<file path="src/rtl/proc_alu_share_arbiter.sv">
// Round-robin arbiter sharing one combinational proc ALU between two
// val/rdy requesters. The ALU result and flags land in a single response
// slot that is returned to the requester that issued the operation.
module proc_alu_share_arbiter #(
    parameter int p_nbits = 32
) (
    input  logic               clk_i,
    input  logic               reset_i,

    input  logic               req0_val_i,
    output logic               req0_rdy_o,
    input  logic [3:0]         req0_fn_i,
    input  logic [p_nbits-1:0] req0_in0_i,
    input  logic [p_nbits-1:0] req0_in1_i,

    input  logic               req1_val_i,
    output logic               req1_rdy_o,
    input  logic [3:0]         req1_fn_i,
    input  logic [p_nbits-1:0] req1_in0_i,
    input  logic [p_nbits-1:0] req1_in1_i,

    output logic               resp0_val_o,
    input  logic               resp0_rdy_i,
    output logic               resp1_val_o,
    input  logic               resp1_rdy_i,
    output logic [p_nbits-1:0] resp_out_o,
    output logic               resp_eq_o,
    output logic               resp_lt_o,
    output logic               resp_ltu_o,

    output logic [3:0]         alu_fn_o,
    output logic [p_nbits-1:0] alu_in0_o,
    output logic [p_nbits-1:0] alu_in1_o,
    input  logic [p_nbits-1:0] alu_out_i,
    input  logic               alu_eq_i,
    input  logic               alu_lt_i,
    input  logic               alu_ltu_i
);

    logic               rrLast_q,  rrLast_d;
    logic               sVal_q,    sVal_d;
    logic               sOwner_q,  sOwner_d;
    logic [p_nbits-1:0] sOut_q,    sOut_d;
    logic               sEq_q,     sEq_d;
    logic               sLt_q,     sLt_d;
    logic               sLtu_q,    sLtu_d;

    logic grantValid;
    logic grantId;
    logic respFire;
    logic sFree;
    logic reqFire;

    // Pick a requester: a lone requester wins outright, a tie goes to the
    // one that was not granted last so neither side can be starved.
    always_comb begin
        grantValid = req0_val_i | req1_val_i;
        grantId    = 1'b0;
        if (req0_val_i && req1_val_i) begin
            grantId = ~rrLast_q;
        end else if (req1_val_i) begin
            grantId = 1'b1;
        end
    end

    // The slot can take a new result when empty, or when its current owner
    // drains it this very cycle, which keeps throughput at one op per cycle.
    always_comb begin
        respFire   = sVal_q & (sOwner_q ? resp1_rdy_i : resp0_rdy_i);
        sFree      = ~sVal_q | respFire;
        reqFire    = sFree & grantValid;
        req0_rdy_o = reqFire & ~grantId;
        req1_rdy_o = reqFire &  grantId;
    end

    // Steer the granted requester's operands to the ALU; park at zero
    // when nobody is asking.
    always_comb begin
        alu_fn_o  = '0;
        alu_in0_o = '0;
        alu_in1_o = '0;
        if (grantValid) begin
            if (grantId) begin
                alu_fn_o  = req1_fn_i;
                alu_in0_o = req1_in0_i;
                alu_in1_o = req1_in1_i;
            end else begin
                alu_fn_o  = req0_fn_i;
                alu_in0_o = req0_in0_i;
                alu_in1_o = req0_in1_i;
            end
        end
    end

    // Next slot state: capture on accept, clear on drain, otherwise hold
    // everything so a stalled response stays stable for its owner.
    always_comb begin
        rrLast_d = rrLast_q;
        sVal_d   = sVal_q;
        sOwner_d = sOwner_q;
        sOut_d   = sOut_q;
        sEq_d    = sEq_q;
        sLt_d    = sLt_q;
        sLtu_d   = sLtu_q;
        if (reqFire) begin
            sVal_d   = 1'b1;
            sOwner_d = grantId;
            sOut_d   = alu_out_i;
            sEq_d    = alu_eq_i;
            sLt_d    = alu_lt_i;
            sLtu_d   = alu_ltu_i;
            rrLast_d = grantId;
        end else if (respFire) begin
            sVal_d   = 1'b0;
        end
    end

    // State register; rrLast resets to 1 so requester 0 wins the first tie,
    // and any in-flight result is dropped on reset.
    always_ff @(posedge clk_i) begin
        if (reset_i) begin
            rrLast_q <= 1'b1;
            sVal_q   <= 1'b0;
            sOwner_q <= 1'b0;
            sOut_q   <= '0;
            sEq_q    <= 1'b0;
            sLt_q    <= 1'b0;
            sLtu_q   <= 1'b0;
        end else begin
            rrLast_q <= rrLast_d;
            sVal_q   <= sVal_d;
            sOwner_q <= sOwner_d;
            sOut_q   <= sOut_d;
            sEq_q    <= sEq_d;
            sLt_q    <= sLt_d;
            sLtu_q   <= sLtu_d;
        end
    end

    // Response outputs come straight from the slot registers.
    always_comb begin
        resp0_val_o = sVal_q & ~sOwner_q;
        resp1_val_o = sVal_q &  sOwner_q;
        resp_out_o  = sOut_q;
        resp_eq_o   = sEq_q;
        resp_lt_o   = sLt_q;
        resp_ltu_o  = sLtu_q;
    end

endmodule

</file>
<file path="config.mk">
export PLATFORM = sky130hd
export DESIGN_NAME = proc_alu_share_arbiter
export DESIGN_NICKNAME = d
export VERILOG_FILES = /design/src/rtl/proc_alu_share_arbiter.sv
export SDC_FILE = /design/constraint.sdc
export NUM_CORES = 1
export LEC_CHECK = 0
export CORE_AREA = 2 2 110 112
export DETAILED_ROUTE_END_ITERATION = 10
export DIE_AREA = 0 0 112 114
export HOLD_SLACK_MARGIN = 0.08
export SYNTH_ARGS = -nofsm -noshare
export SYNTH_HDL_FRONTEND = slang
export SYNTH_SLANG_ARGS = --single-unit
</file>
<file path="constraint.sdc">
create_clock -name clk_i -period 3.9 [get_ports clk_i]
set_input_delay 0.975 -clock clk_i [delete_from_list [all_inputs] [get_ports clk_i]]
set_output_delay 0.975 -clock clk_i [all_outputs]
set_load 0.05 [all_outputs]
</file>
=== Word level (Yosys, flattened, before mapping) ===
Index checks and enable logic that the tools add are counted.

* Flip-flop bits (word level): 38
* Bits in latches: 0
* RAM bits: 0
* Memory bits (read-only): 0
* Output and inout port bits: 107
* Word-level logic and storage cells: 32
* Memories kept: 0

* $add $sub $neg: 0
* $mul: 0
* Div/mod/pow operators: 0
* Order comparisons: 0
* Eq/ne operators: 0
* Shifts and indexed selects: 0
* Mux-type cells: 11
* Bitwise gates (word level): 12
* Reductions and logical operators: 2

{| class="wikitable"
|+ Operators by type and width
! cell !! number
|-
| 32-bit two-way mux || 4
|-
| 4-bit two-way mux || 2
|-
| 1-bit AND || 6
|-
| 1-bit two-way mux || 5
|-
| 1-bit NOT || 4
|-
| 1-bit OR || 2
|-
| 2-bit nonzero test || 1
|-
| 1-bit logical AND || 1
|}

=== Logic depth before layout (Yosys ltp) ===
* Depth after elaboration: 5
* Gate-level depth with buffers: 7

=== Worst setup path after synthesis ===
No wires, ideal clock.

* Path type: input to output
* From: input port req0_val_i
* To: output port req0_rdy_o
* Arrival time: 2752 ps
* Required time: 2925 ps
* Slack: 173 ps
* Cell stages on the path: 5
* Path buffers: 3
* Cell sequence: buf_2 > a21boi_0 > buf_2 > buf_2 > a211oi_1

* Cells in the longest elaborated chain, start to end: 4

{| class="wikitable"
|+ RTL lines
! item !! RTL line !! text
|-
| start, declared || 10 || <nowiki>input logic req0_val_i,</nowiki>
|-
| 1-bit logical AND || 59 || <nowiki>if (req0_val_i && req1_val_i) begin</nowiki>
|-
| 1-bit two-way mux || 59 ||
|-
| 1-bit NOT || 72 || <nowiki>req0_rdy_o = reqFire & ~grantId;</nowiki>
|-
| 1-bit AND (*) || 72 ||
|-
| end, declared || 11 || <nowiki>output logic req0_rdy_o,</nowiki>
|}

Every way passes the cells marked *; elsewhere a longest branch is shown, timed or not.

=== Worst setup path in the final report ===
* From: input port req1_val_i
* To: output port alu_in1_o[3]

* Cells in the longest elaborated chain, start to end: 4

{| class="wikitable"
|+ RTL lines
! item !! RTL line !! text
|-
| start, declared || 16 || <nowiki>input logic req1_val_i,</nowiki>
|-
| 1-bit two-way mux / 1-bit logical AND (equally long branches) || 61, 59 ||
|-
| 1-bit two-way mux || 59 ||
|-
| 32-bit two-way mux || 83 || <nowiki>if (grantId) begin</nowiki>
|-
| 32-bit two-way mux (*) || 82 || <nowiki>if (grantValid) begin</nowiki>
|-
| end, declared || 33 || <nowiki>output logic [p_nbits-1:0] alu_in1_o,</nowiki>
|}

Marked as above.

==> run metrics <==
routed length per instance=15.2 um; synthesized area per cell=6.95 sq um; placed instance area=5850 sq um; Worst Setup Slack, final=365 ps; net total in the final layout=776; cell count after synthesis=332; htree depth=2; final design utilization=51.2%; grt met1 use=19.0%; RSZ-0062 raised after global routing=false; Max Clk Rate=283 MHz; worst min path class=flip-flop to flip-flop; CTS Hold Bufs=0; Synth Area in Adders=0%; proportion of layout cells with a drive suffix above 1=21.0%; final setup TNS=0 ps; Initial Util=19.7%; First-pass DRT Iterations=4; CP arrival=2560 ps; Final Hold Fails=0; skew final=6.58 ps; total clock sinks=38; XOR/XNOR Fraction of Synth Area=0%; Critical Path Source Type=input pin; area of the multi-input gates=1370 sq um; status=complete, no violations; fill count=1098; initial antenna violation count=0; fin crit share=90.6%; # Post-CTS Setup Buffers=0; first-pass GRT wire length=17600 um; Synth Register Bits=38; GRT Residual Overflow=0; Register Area=761 sq um; CTS tree=built; post-synthesis cell type count=24; Yosys top cell by area=dfxtp_1; cts repair resizes=0; Leak=0.00240 uW; initial drt markers=104; Most Crowded Layer GR=met2; Pwr Density=326 nW/um^2; vias in the first global route=3374; Ports=284; M2 GR Usage=30.9%; synthesized cell area=2310 sq um; total CTS buffers=5; Area Overhead vs Synth=160%; Final HPWL DP=9500 um; Crit Path Class=input pin to output pin; FP Rows=40; Warnings, synthesis=0; # Max-Cap Violations=0; worst-margin pin slew=853 ps; Root Buffer=clkbuf_16; CP Data Required Time=2920 ps; final wirelength=11400 um; M3 GR Usage=5.26%; largest net degree at the start of global routing=101; Synth Area in Simple Gates=24.1%; syn_nets=509; Remaining DRCs=0; Diodes inserted=0; die area=12800 sq um; post-route cell area=6000 sq um; antenna-violating nets left=0; Slew Limit Headroom=43.2%; DR vias/cell=4.45; CP Capture Type=output pin; area fraction of the dominant cell type after synthesis=33.0%; die height=114 um; top cells by area, synth=dfxtp_1, nand2_1, o21ai_0, a22o_2, buf_6; Placement Setup Slack=361 ps; via count=3321; Total GRT Usage=17.1%; Worst-path clk slew=60 ps; Synth Area in Compound Gates=33.5%; multiplexer share of the synthesized area=1.09%; CORE AREA=11700 sq um; Seq/Total Area, Yosys=33.0%; die width=112 um; Worst Path Max Fanout=100; worst vdd ir=295 uV; Final Critical Period=3530 ps; Port-buffer cells=283; Placer Congestion=0.879; final setup vio count=0; Clock Path Buffers=2; Slew Limit Fails=0; clk_lat worst skew=270 ps; largest family of logic cells by synthesized area=compound AO/OA/AOI/OAI gates
## report_power, final
| part | internal, uW | total [uW] | switching, uW |
|---|---|---|---|
| Combinational | 521 | 1110 | 586 |
| Sequential | 421 | 442 | 20.8 |
| Clock | 253 | 405 | 152 |
| Total | 1200 | 1950 | 759 |
## cell type report
cell class | instances | share of cell area, %
Clock inverter | 2 | 0.209
Inverter | 3 | 0.188
Timing Repair Buffer | 291 | 58.8
Multi-Input combinational cell | 260 | 22.8
Clock buffer | 6 | 2.32
Sequential cell | 38 | 12.7
Tap cell | 147 | 3.07
## cell usage in the layout (no fill, tap or decap)
master             n
clkdlybuf4s50_1  212
nand2_1          138
o21ai_0           70
buf_12            65
dfxtp_1           38
a22o_2            33
buf_4             13
clkbuf_16          5
inv_1              3
nor2_1             2
nor3_1             2
a21oi_1            2
a22o_1             2
a21boi_4           1
mux2i_2            1
a211oi_1           1
mux2_2             1
and2_2             1
a211oi_4           1
a31o_1             1
or4_1              1
a41oi_1            1
o311a_2            1
nor2b_1            1
clkinvlp_4         1
clkinv_2           1
clkbuf_8           1
buf_2              1
## sequential cells by signal (all words and copies together) (netlist names)
name,flops
resp_eq_o,1
resp_lt_o,1
resp_ltu_o,1
resp_out_o,32
rrLast_q,1
sOwner_q,1
sVal_q,1
## critical path, cell delays in order
cell             delay, ps
clkdlybuf4s50_1        530
a21boi_4               230
buf_12                 310
nand2_1                130
o21ai_0                170
buf_12                 190
## synthesized netlist by cell type
master	number
a31o_1	1
clkbuf_1	14
o311a_2	1
dfxtp_1	38
a21boi_0	1
a22o_2	33
buf_4	2
mux2i_2	1
a211oi_1	1
o21ai_0	70
a211oi_4	1
buf_2	9
mux2_2	1
buf_6	6
a22o_1	2
and2_2	1
nand2_1	138
a21oi_1	2
inv_1	3
a41oi_1	1
nor3_1	2
nor2b_1	1
nor2_1	2
or4_1	1
## layer usage
metal  up-vias  part of all wire [%]
met5         -                     0
met3        37                   8.3
met4         0                   3.8
li1       1658                     -
met1      1451                    37
met2       175                    50
## final timing paths
| check | from | endpoint | slack, ps | cells after the start |
|---|---|---|---|---|
| worst max register to register | sOwner_q | resp_out_o[16] | 1760 | 4 |
| worst min register to register | resp_out_o[17] | resp_out_o[17] | 470 | 1 |
| worst max-delay path | req1_val_i | alu_in1_o[3] | 370 | 6 |
| worst min-delay path | resp_out_o[17] | resp_out_o[17] | 470 | 1 |
## cells by family after synthesis
group                  count (synthesis)
AND/OR/NAND/NOR                      145
AO/OA/AOI/OAI                        113
flip-flops                            38
buffers and inverters                 34
multiplexers                           2
## metrics by stage
stage	hold slack, ps	total power (uW)	std cells
final	473	1950	747
after global routing	483	2040	747
after CTS	476	1980	747
after detailed placement	457	1560	739
after global placement	458	1560	739
after floorplan	515	980	332
No activity file was read; power rests on OpenSTA's default activity.
